$ cat config.mk
export PLATFORM = sky130hd
export DESIGN_NAME = uart_word_sender
export DESIGN_NICKNAME = d
export VERILOG_FILES = /design/src/rtl/uart_word_sender.sv
export SDC_FILE = /design/constraint.sdc
export NUM_CORES = 1
export LEC_CHECK = 0
export ABC_AREA = 1
export BUFFER_PORTS_ARGS = -buffer_cell sky130_fd_sc_hd__buf_2
export CAP_MARGIN = 5
export CORE_MARGIN = 2
export CORE_UTILIZATION = 51
export DETAILED_ROUTE_END_ITERATION = 7
export PLACE_DENSITY_LB_ADDON = 0.25
export SLEW_MARGIN = 0
export SYNTH_ARGS = -nofsm -noshare
export SYNTH_HDL_FRONTEND = slang
export SYNTH_SLANG_ARGS = --single-unit
$ cat constraint.sdc
create_clock -name CLK -period 8.2 [get_ports CLK]
set_input_delay 1.64 -clock CLK [delete_from_list [all_inputs] [get_ports CLK]]
set_output_delay 1.64 -clock CLK [all_outputs]
set_load 0.1 [all_outputs]
$ cat src/rtl/uart_word_sender.sv
// ---------------------------------------------------------------------------
// uart_word_sender
//   Streams 32-bit words from the core back to the host over a UART line.
//   Words enter through a valid/ready handshake into a small FIFO. Each word
//   goes out as four back-to-back serial frames, most significant byte first,
//   each byte LSB first (8N1, or 8E1 when parity is compiled in).
//
//   Optional feature: define UART_WORD_SENDER_PARITY_EN to insert an even
//   parity bit between the data bits and the stop bit (8E1 frames).
//
// Parameters
//   CLKS_PER_BIT : clock cycles per UART bit (>= 2)
//   FIFO_DEPTH   : word FIFO entries (power of two, >= 2)
//
// Ports
//   CLK        : system clock, rising edge
//   RST        : synchronous active-high reset
//   word_in    : word to transmit
//   word_valid : word_in is valid
//   word_ready : FIFO can accept a word (fifo_count < FIFO_DEPTH)
//   UART_TX    : serial line, idle high
//   busy       : FIFO non-empty or a frame in flight
//   fifo_count : words buffered, excluding the word being sent
// ---------------------------------------------------------------------------
module uart_word_sender #(
    parameter int CLKS_PER_BIT = 868,
    parameter int FIFO_DEPTH   = 16
) (
    input  logic                        CLK,
    input  logic                        RST,
    input  logic [31:0]                 word_in,
    input  logic                        word_valid,
    output logic                        word_ready,
    output logic                        UART_TX,
    output logic                        busy,
    output logic [$clog2(FIFO_DEPTH):0] fifo_count
);
    localparam int AW = $clog2(FIFO_DEPTH);
    localparam int CW = AW + 1;
    localparam int BW = $clog2(CLKS_PER_BIT);

    typedef enum logic [2:0] {
        IDLE   = 3'd0,
        START  = 3'd1,
        DATA   = 3'd2,
        STOP   = 3'd3
`ifdef UART_WORD_SENDER_PARITY_EN
        ,PARITY = 3'd4
`endif
    } state_t;

    // Byte lane select: index 0 is the most significant byte.
    function automatic logic [7:0] select_byte(input logic [31:0] w, input logic [1:0] idx);
        logic [7:0] b;
        case (idx)
            2'd0:    b = w[31:24];
            2'd1:    b = w[23:16];
            2'd2:    b = w[15:8];
            2'd3:    b = w[7:0];
            default: b = w[31:24];
        endcase
        return b;
    endfunction

`ifdef UART_WORD_SENDER_PARITY_EN
    function automatic logic even_parity(input logic [7:0] d);
        return ^d;
    endfunction
`endif

    state_t          state_r, state_s;
    logic [BW-1:0]   baud_r, baud_s;
    logic [2:0]      bit_idx_r, bit_idx_s;
    logic [1:0]      byte_idx_r, byte_idx_s;
    logic [31:0]     shift_r, shift_s;
    logic [31:0]     mem_r [FIFO_DEPTH];
    logic [AW-1:0]   wr_ptr_r, rd_ptr_r;
    logic [CW-1:0]   count_r, count_s;
    logic            tx_r, tx_s, busy_r, ready_r;
    logic            push_s, pop_s, wrap_s, fifo_empty_s;
    logic [7:0]      cur_byte_s;

    // ready_r is exactly (count_r < FIFO_DEPTH), so a full FIFO refuses the
    // word even when a pop happens on the same edge.
    assign push_s       = word_valid && ready_r;
    assign fifo_empty_s = (count_r == {CW{1'b0}});
    assign wrap_s       = (baud_r == BW'(CLKS_PER_BIT - 1));

    assign UART_TX    = tx_r;
    assign busy       = busy_r;
    assign word_ready = ready_r;
    assign fifo_count = count_r;

    // Next-state logic: bit sequencing, byte sequencing and FIFO pops.
    always_comb begin
        state_s    = state_r;
        bit_idx_s  = bit_idx_r;
        byte_idx_s = byte_idx_r;
        shift_s    = shift_r;
        pop_s      = 1'b0;
        if (state_r == IDLE || wrap_s) begin
            baud_s = {BW{1'b0}};
        end else begin
            baud_s = baud_r + BW'(1'b1);
        end
        case (state_r)
            IDLE: begin
                if (!fifo_empty_s) begin
                    pop_s      = 1'b1;
                    shift_s    = mem_r[rd_ptr_r];
                    byte_idx_s = 2'd0;
                    bit_idx_s  = 3'd0;
                    state_s    = START;
                end else begin
                    state_s = IDLE;
                end
            end
            START: begin
                if (wrap_s) begin
                    bit_idx_s = 3'd0;
                    state_s   = DATA;
                end else begin
                    state_s = START;
                end
            end
            DATA: begin
                if (wrap_s && bit_idx_r == 3'd7) begin
                    bit_idx_s = 3'd0;
`ifdef UART_WORD_SENDER_PARITY_EN
                    state_s   = PARITY;
`else
                    state_s   = STOP;
`endif
                end else if (wrap_s) begin
                    bit_idx_s = bit_idx_r + 3'd1;
                end else begin
                    state_s = DATA;
                end
            end
`ifdef UART_WORD_SENDER_PARITY_EN
            PARITY: begin
                if (wrap_s) begin
                    state_s = STOP;
                end else begin
                    state_s = PARITY;
                end
            end
`endif
            STOP: begin
                if (wrap_s && byte_idx_r != 2'd3) begin
                    byte_idx_s = byte_idx_r + 2'd1;
                    state_s    = START;
                end else if (wrap_s && !fifo_empty_s) begin
                    // Chain straight into the next queued word, no idle gap.
                    pop_s      = 1'b1;
                    shift_s    = mem_r[rd_ptr_r];
                    byte_idx_s = 2'd0;
                    state_s    = START;
                end else if (wrap_s) begin
                    state_s = IDLE;
                end else begin
                    state_s = STOP;
                end
            end
            default: begin
                state_s = IDLE;
            end
        endcase
    end

    // Line level for the state being entered, so UART_TX is a clean register.
    always_comb begin
        cur_byte_s = select_byte(shift_s, byte_idx_s);
        case (state_s)
            IDLE:    tx_s = 1'b1;
            START:   tx_s = 1'b0;
            DATA:    tx_s = cur_byte_s[bit_idx_s];
`ifdef UART_WORD_SENDER_PARITY_EN
            PARITY:  tx_s = even_parity(cur_byte_s);
`endif
            STOP:    tx_s = 1'b1;
            default: tx_s = 1'b1;
        endcase
    end

    // FIFO occupancy: push and pop on the same edge cancel out.
    always_comb begin
        case ({push_s, pop_s})
            2'b10:   count_s = count_r + CW'(1'b1);
            2'b01:   count_s = count_r - CW'(1'b1);
            default: count_s = count_r;
        endcase
    end

    // FSM state register.
    always_ff @(posedge CLK) begin
        if (RST) begin
            state_r <= IDLE;
        end else begin
            state_r <= state_s;
        end
    end

    // Datapath, FIFO storage and registered outputs.
    always_ff @(posedge CLK) begin
        if (RST) begin
            baud_r     <= {BW{1'b0}};
            bit_idx_r  <= 3'd0;
            byte_idx_r <= 2'd0;
            shift_r    <= 32'd0;
            wr_ptr_r   <= {AW{1'b0}};
            rd_ptr_r   <= {AW{1'b0}};
            count_r    <= {CW{1'b0}};
            tx_r       <= 1'b1;
            busy_r     <= 1'b0;
            ready_r    <= 1'b1;
            for (int i = 0; i < FIFO_DEPTH; i++) begin
                mem_r[i] <= 32'd0;
            end
        end else begin
            baud_r     <= baud_s;
            bit_idx_r  <= bit_idx_s;
            byte_idx_r <= byte_idx_s;
            shift_r    <= shift_s;
            count_r    <= count_s;
            tx_r       <= tx_s;
            busy_r     <= (state_s != IDLE) || (count_s != {CW{1'b0}});
            ready_r    <= (count_s < CW'(FIFO_DEPTH));
            if (push_s) begin
                mem_r[wr_ptr_r] <= word_in;
                wr_ptr_r        <= wr_ptr_r + AW'(1'b1);
            end
            if (pop_s) begin
                rd_ptr_r <= rd_ptr_r + AW'(1'b1);
            end
        end
    end
endmodule

# ---- After elaboration in Yosys (flattened, before gate mapping)
# Memory sizes are Yosys's and may differ from the RTL's. A register that Yosys moved wholly into a read port is not among the register bits.
# Index checks and enable logic that the tools add are counted.
dict set report totals {
  register_bits 66
  ram_bits 512
  in_bits 35
  out_inout_bits 8
  n_memories 1
}
# memory words width rd rd_clocked_by_memory_dff write_ports line_no
set memory_table {}
lappend memory_table {mem_r 16 32 1 1 16 76} ;# logic [31:0] mem_r [FIFO_DEPTH];
dict set report classes {
  n_addsub 7
  n_lt_le_gt_ge 2
  n_eq_ne 13
  mux 40
  reduce_logical 14
}
# op count
set op_table {}
lappend op_table {{32-bit two-way mux} 4}
lappend op_table {{32-bit case mux with 2 select lines} 1}
lappend op_table {{8-bit case mux with 4 select lines} 1}
lappend op_table {{32-bit OR reduction} 1}
lappend op_table {{3-bit two-way mux} 6}
lappend op_table {{2-bit two-way mux} 7}
lappend op_table {{4-bit two-way mux} 3}
lappend op_table {{3-bit case mux with 4 select lines} 1}
lappend op_table {{1-bit two-way mux} 11}
lappend op_table {{10-bit by 1-bit adder with 10-bit output (second input constant)} 1}
lappend op_table {{10-bit equality test (second input constant)} 1}
lappend op_table {{5-bit case mux with 2 select lines} 1}
lappend op_table {{3-bit by 2-bit equality test with 1-bit output (second input constant)} 3}
lappend op_table {{3-bit case mux with 3 select lines} 1}
lappend op_table {{4-bit by 1-bit adder with 4-bit output (second input constant)} 2}
lappend op_table {{2-bit equality test (second input constant)} 3}
lappend op_table {{3-bit by 1-bit equality test with 1-bit output (second input constant)} 2}
lappend op_table {{5-bit by 1-bit adder with 5-bit output (second input constant)} 1}
lappend op_table {{5-bit zero test} 1}
lappend op_table {{5-bit less-than comparator (second input constant)} 1}
lappend op_table {{5-bit nonzero test} 1}
lappend op_table {{5-bit by 1-bit subtractor with 5-bit output (second input constant)} 1}
lappend op_table {{2-bit by 1-bit equality test with 1-bit output (second input constant)} 2}
lappend op_table {{1-bit logical AND} 4}
lappend op_table {{other kinds (14)} 16}

# ---- Longest topological paths before layout
dict set report logic_depth {
  depth_word 11
  depth_mapped 21
  mapped_depth_nobuf 19
}

# ---- Least setup slack after synthesis
# Ideal clock, no wire load.
dict set report synth_timing {
  path_kind {input port to flip-flop}
  start {input port word_valid}
  end {register busy_r, in the netlist busy}
  setup_ps 123
  arrival_time_ps 3528
  setup_slack_ps 4549
  stages 12
  cell_sequence {nand2_1 > ha_1 > xor2_1 > ha_1 > a21o_1 > nand2_1 > o21ai_0 > a21oi_1 > o21ai_0 > xnor2_1 > o41ai_1 > inv_1}
}
dict set report synth_between {
  elab_chain_cells 5
}
# item line_no
set synth_lines {}
lappend synth_lines {{start: declaration} 32} ;# input logic word_valid,
lappend synth_lines {{1-bit logical AND *} 85} ;# assign push_s = word_valid && ready_r;
lappend synth_lines {{2-bit by 1-bit equality test with 1-bit output or 2-bit equality test (tied branches)} 188} ;# case ({push_s, pop_s})
lappend synth_lines {{5-bit case mux with 2 select lines *} 188}
lappend synth_lines {{5-bit nonzero test *} 227} ;# busy_r <= (state_s != IDLE) || (count_s != {CW{1'b0}});
lappend synth_lines {{1-bit logical OR *} 227}
lappend synth_lines {{end signal: assignment} 227}
lappend synth_lines {{end: declaration} 79} ;# logic tx_r, tx_s, busy_r, ready_r;
# Every way passes the cells marked *; elsewhere a longest branch is shown, timed or not.
# A chain may end at the register's enable or synchronous reset.

==> out/metrics.cfg <==
[synth]
ys_ff_latch = 582
synth_edf_count = 512
postSynthCellCount = 2995
synth.most_common_cell = nor2_1
synth_xor_xnor_area_share_pct = 0.292
synth.top_cells.by_area = edfxtp_1, nor2_1, nand2_1
synth_top_cell_area_share_pct = 56.9
synth_fp_nets = 3043
yosys.area_share.simple_pct = 25.5
ys_seq_area_share_pct = 62.1
synth-compound-area-share_pct = 4.59
ys_warn_count = 0
yosys.area.top_type = edfxtp_1
synth_flop_cell = edfxtp_1
synthTopCellsByCount = nor2_1, nand2_1, edfxtp_1
netlist_area_um2 = 27000
synth_top_family_by_area = simple AND/OR/NAND/NOR gates
avgSynthCellArea_um2 = 9.02
ys_types = 43
synth_mux_area_share_pct = 0.0371
ys_async_sr_fraction_pct = 0
synthAdderAreaFrac_pct = 0.602

[global_routing]
busiest_layer = met2
track_usage_pct = 30.6
globalRouteMet1Util_pct = 43.0
met2_usage_pct = 44.3
grtUsageMet3_pct = 7.99
grt_pass1_wl_um = 120000
grt_max_degree = 87
antenna_found_initial = 1
first_global_vias = 19100
grt_overflow_total = 0

[detailed_routing]
dr.pass1.iters = 5
drt_iter0_markers = 3012
routed_wl_um = 83800
routedWlPerCell_um = 22.9
antenna_left = 0
via_count = 20900
viasPerCell = 5.72
drcViolationCount = 0

[die]
rows = 84
die-area_um2 = 54800
core-area_um2 = 52400
initial_core_util_pct = 51.5
die_w_um = 234
die_h_um = 234
pin_count = 43

[final_layout]
fin_nets = 2967
syn2layout_area_growth_pct = 8.35
diodes = 0
final_cells = 3655
layout-drive-gt1-share_pct = 7.18

[place]
gp_congestion = 0.942
portBuffers = 42
pre_cts_slack_ns = 3.36
placedCellCount = 3548
dp_hpwl_um = 51100

[hold_path]
worstHoldPathCells = 1
min_to = baud_r[0]$_SDFF_PP0_
min-delay-start = baud_r[0]$_SDFF_PP0_
min_path_type = reg2reg

[setup_path]
worstSetupStartpoint = RST
timing.rr.end = UART_TX$_SDFF_PP1_
critPathTopFamily = simple AND/OR/NAND/NOR gates
critPathBufInv = 3
crit_type = in2reg
endpoint_kind = flop
slowest_delay_ns = 0.82
critPathRequiredTime_ns = 8.45
crit_top_cell = nand2_2
cp_slowest_cell = nand2_2
r2r_slack_ns = 3.88
arrival_ns = 4.63
start_kind = input port
path_cells = buf_2 -> buf_4 -> inv_1 -> nand2_1 -> nor2_1 -> nand2_2 -> nand2_2
worstPathMaxFanout = 44
ff2ff_path_depth = 18

[clock_network]
htree_levels = 2
clock_latency_ns = 0.63
cts_resized = 0
numCtsBuffers = 57
cts-root-buf = clkbuf_16
clk_path_buf_depth = 3
clk_pin_slew_ns = 0.06
cts_tree = built
postCtsHoldBufs = 0
cts_sinks = 582
cts_setup_buffers = 0

[timing]
setup_tns_ns = 0
fin_crit_sh_pct = 53.4
final_max_slew_viol_count = 0
fmax_ghz = 0.228
tightest_slew_ns = 1.39
holdWs_ns = 0.458
hold_viol_final = 0
worst_clock_skew_ns = 0.0230
rsz0062_at_grt = no
min_period_ns = 4.38
fin_ws_ns = 3.82
max-slew-margin-rel_pct = 7.41
setup_viol = 0

[pwr]
power_leakage_nw = 12.3
fin_total_pwr_w = 0.00872
vdd_drop_max_uv = 177
p_per_area_nw_per_um2 = 298

[run_status]
status = finished clean

[job]
drv_cap = 0

==> report_power, final <==
part | switching [W] | internal, W | leakage [nW]
clock | 0.00113 | 0.00149 | 0.892
combinational | 0.00192 | 0.000600 | 5.55
sequential | 0.000155 | 0.00343 | 5.87
total | 0.00321 | 0.00552 | 12.3
==> worst max-delay path by stage <==
stage / to / cells after the start / slack (ns)
2_1_floorplan: busy$_SDFF_PP0_ / 12 / 4.55
3_3_place_gp: mem_r[14][28]$_SDFFCE_PN0P_ / 7 / 3.35
3_5_place_dp: mem_r[14][12]$_SDFFCE_PN0P_ / 7 / 3.36
4_1_cts: mem_r[14][17]$_SDFFCE_PN0P_ / 7 / 4.01
5_1_grt: busy$_SDFF_PP0_ / 16 / 3.58
6_report: mem_r[13][31]$_SDFFCE_PN0P_ / 7 / 3.82
==> state kept, by name, indices dropped and copies added (netlist names), 2 cells and up, named ones only <==
signal	count
fifo_count	5
mem_r	512
rd_ptr_r	4
shift_r	32
baud_r	10
bit_idx_r	3
state_r	3
byte_idx_r	2
wr_ptr_r	4
==> metrics by stage <==
| stage | area (µm²) | utilization, % |
|---|---|---|
| after detailed placement | 27400 | 52.3 |
| final | 29300 | 55.8 |
| after CTS | 29300 | 55.8 |
| after global routing | 29300 | 55.8 |
| after global placement | 27400 | 52.3 |
| after floorplan | 27000 | - |
==> cell type report <==
class	count	area [µm²]
inverters	241	917
clock inverters	32	279
clock buffers	75	1560
fillers	4538	23200
well taps	688	861
multi-input cells	1970	8470
flip-flops and latches	582	16800
repair buffers	67	398
==> metal layers <==
metal / part of all wire, % / up-vias
met2: 43 / 1271
met4: 5.2 / 0
li1: - / 9533
met3: 13 / 220
met5: 0 / -
met1: 39 / 9874
==> cell families after synthesis <==
logic type,count (synthesis)
AOI/OAI and AO/OA,222
xor gates and xnor gates,9
adders and majority gates,13
buffers and inverters,443
DFF,582
muxes,1
other,1
and+or+nand+nor,1724
==> placed cells by master, fill, tap and decap left out, drive strengths merged, types with 24 or more instances in the layout <==
cell type,synthesis,routed
nor2,733,733
nand2,726,726
edfxtp,512,512
nand3,243,243
inv,241,242
o21ai,115,115
clkbuf,121,75
dfxtp,70,70
buf,81,67
a21oi,59,59
o211ai,40,40
clkinv,0,24
==> worst reg2reg max path: cells and delay by family (launching register included) <==
family	cells	cell delay, ns
DFF	1	0.86
buffers and inverters	2	1.55
AOI/OAI and AO/OA	2	0.29
and+or+nand+nor	14	1.58
(Power assumes the default switching activity.)
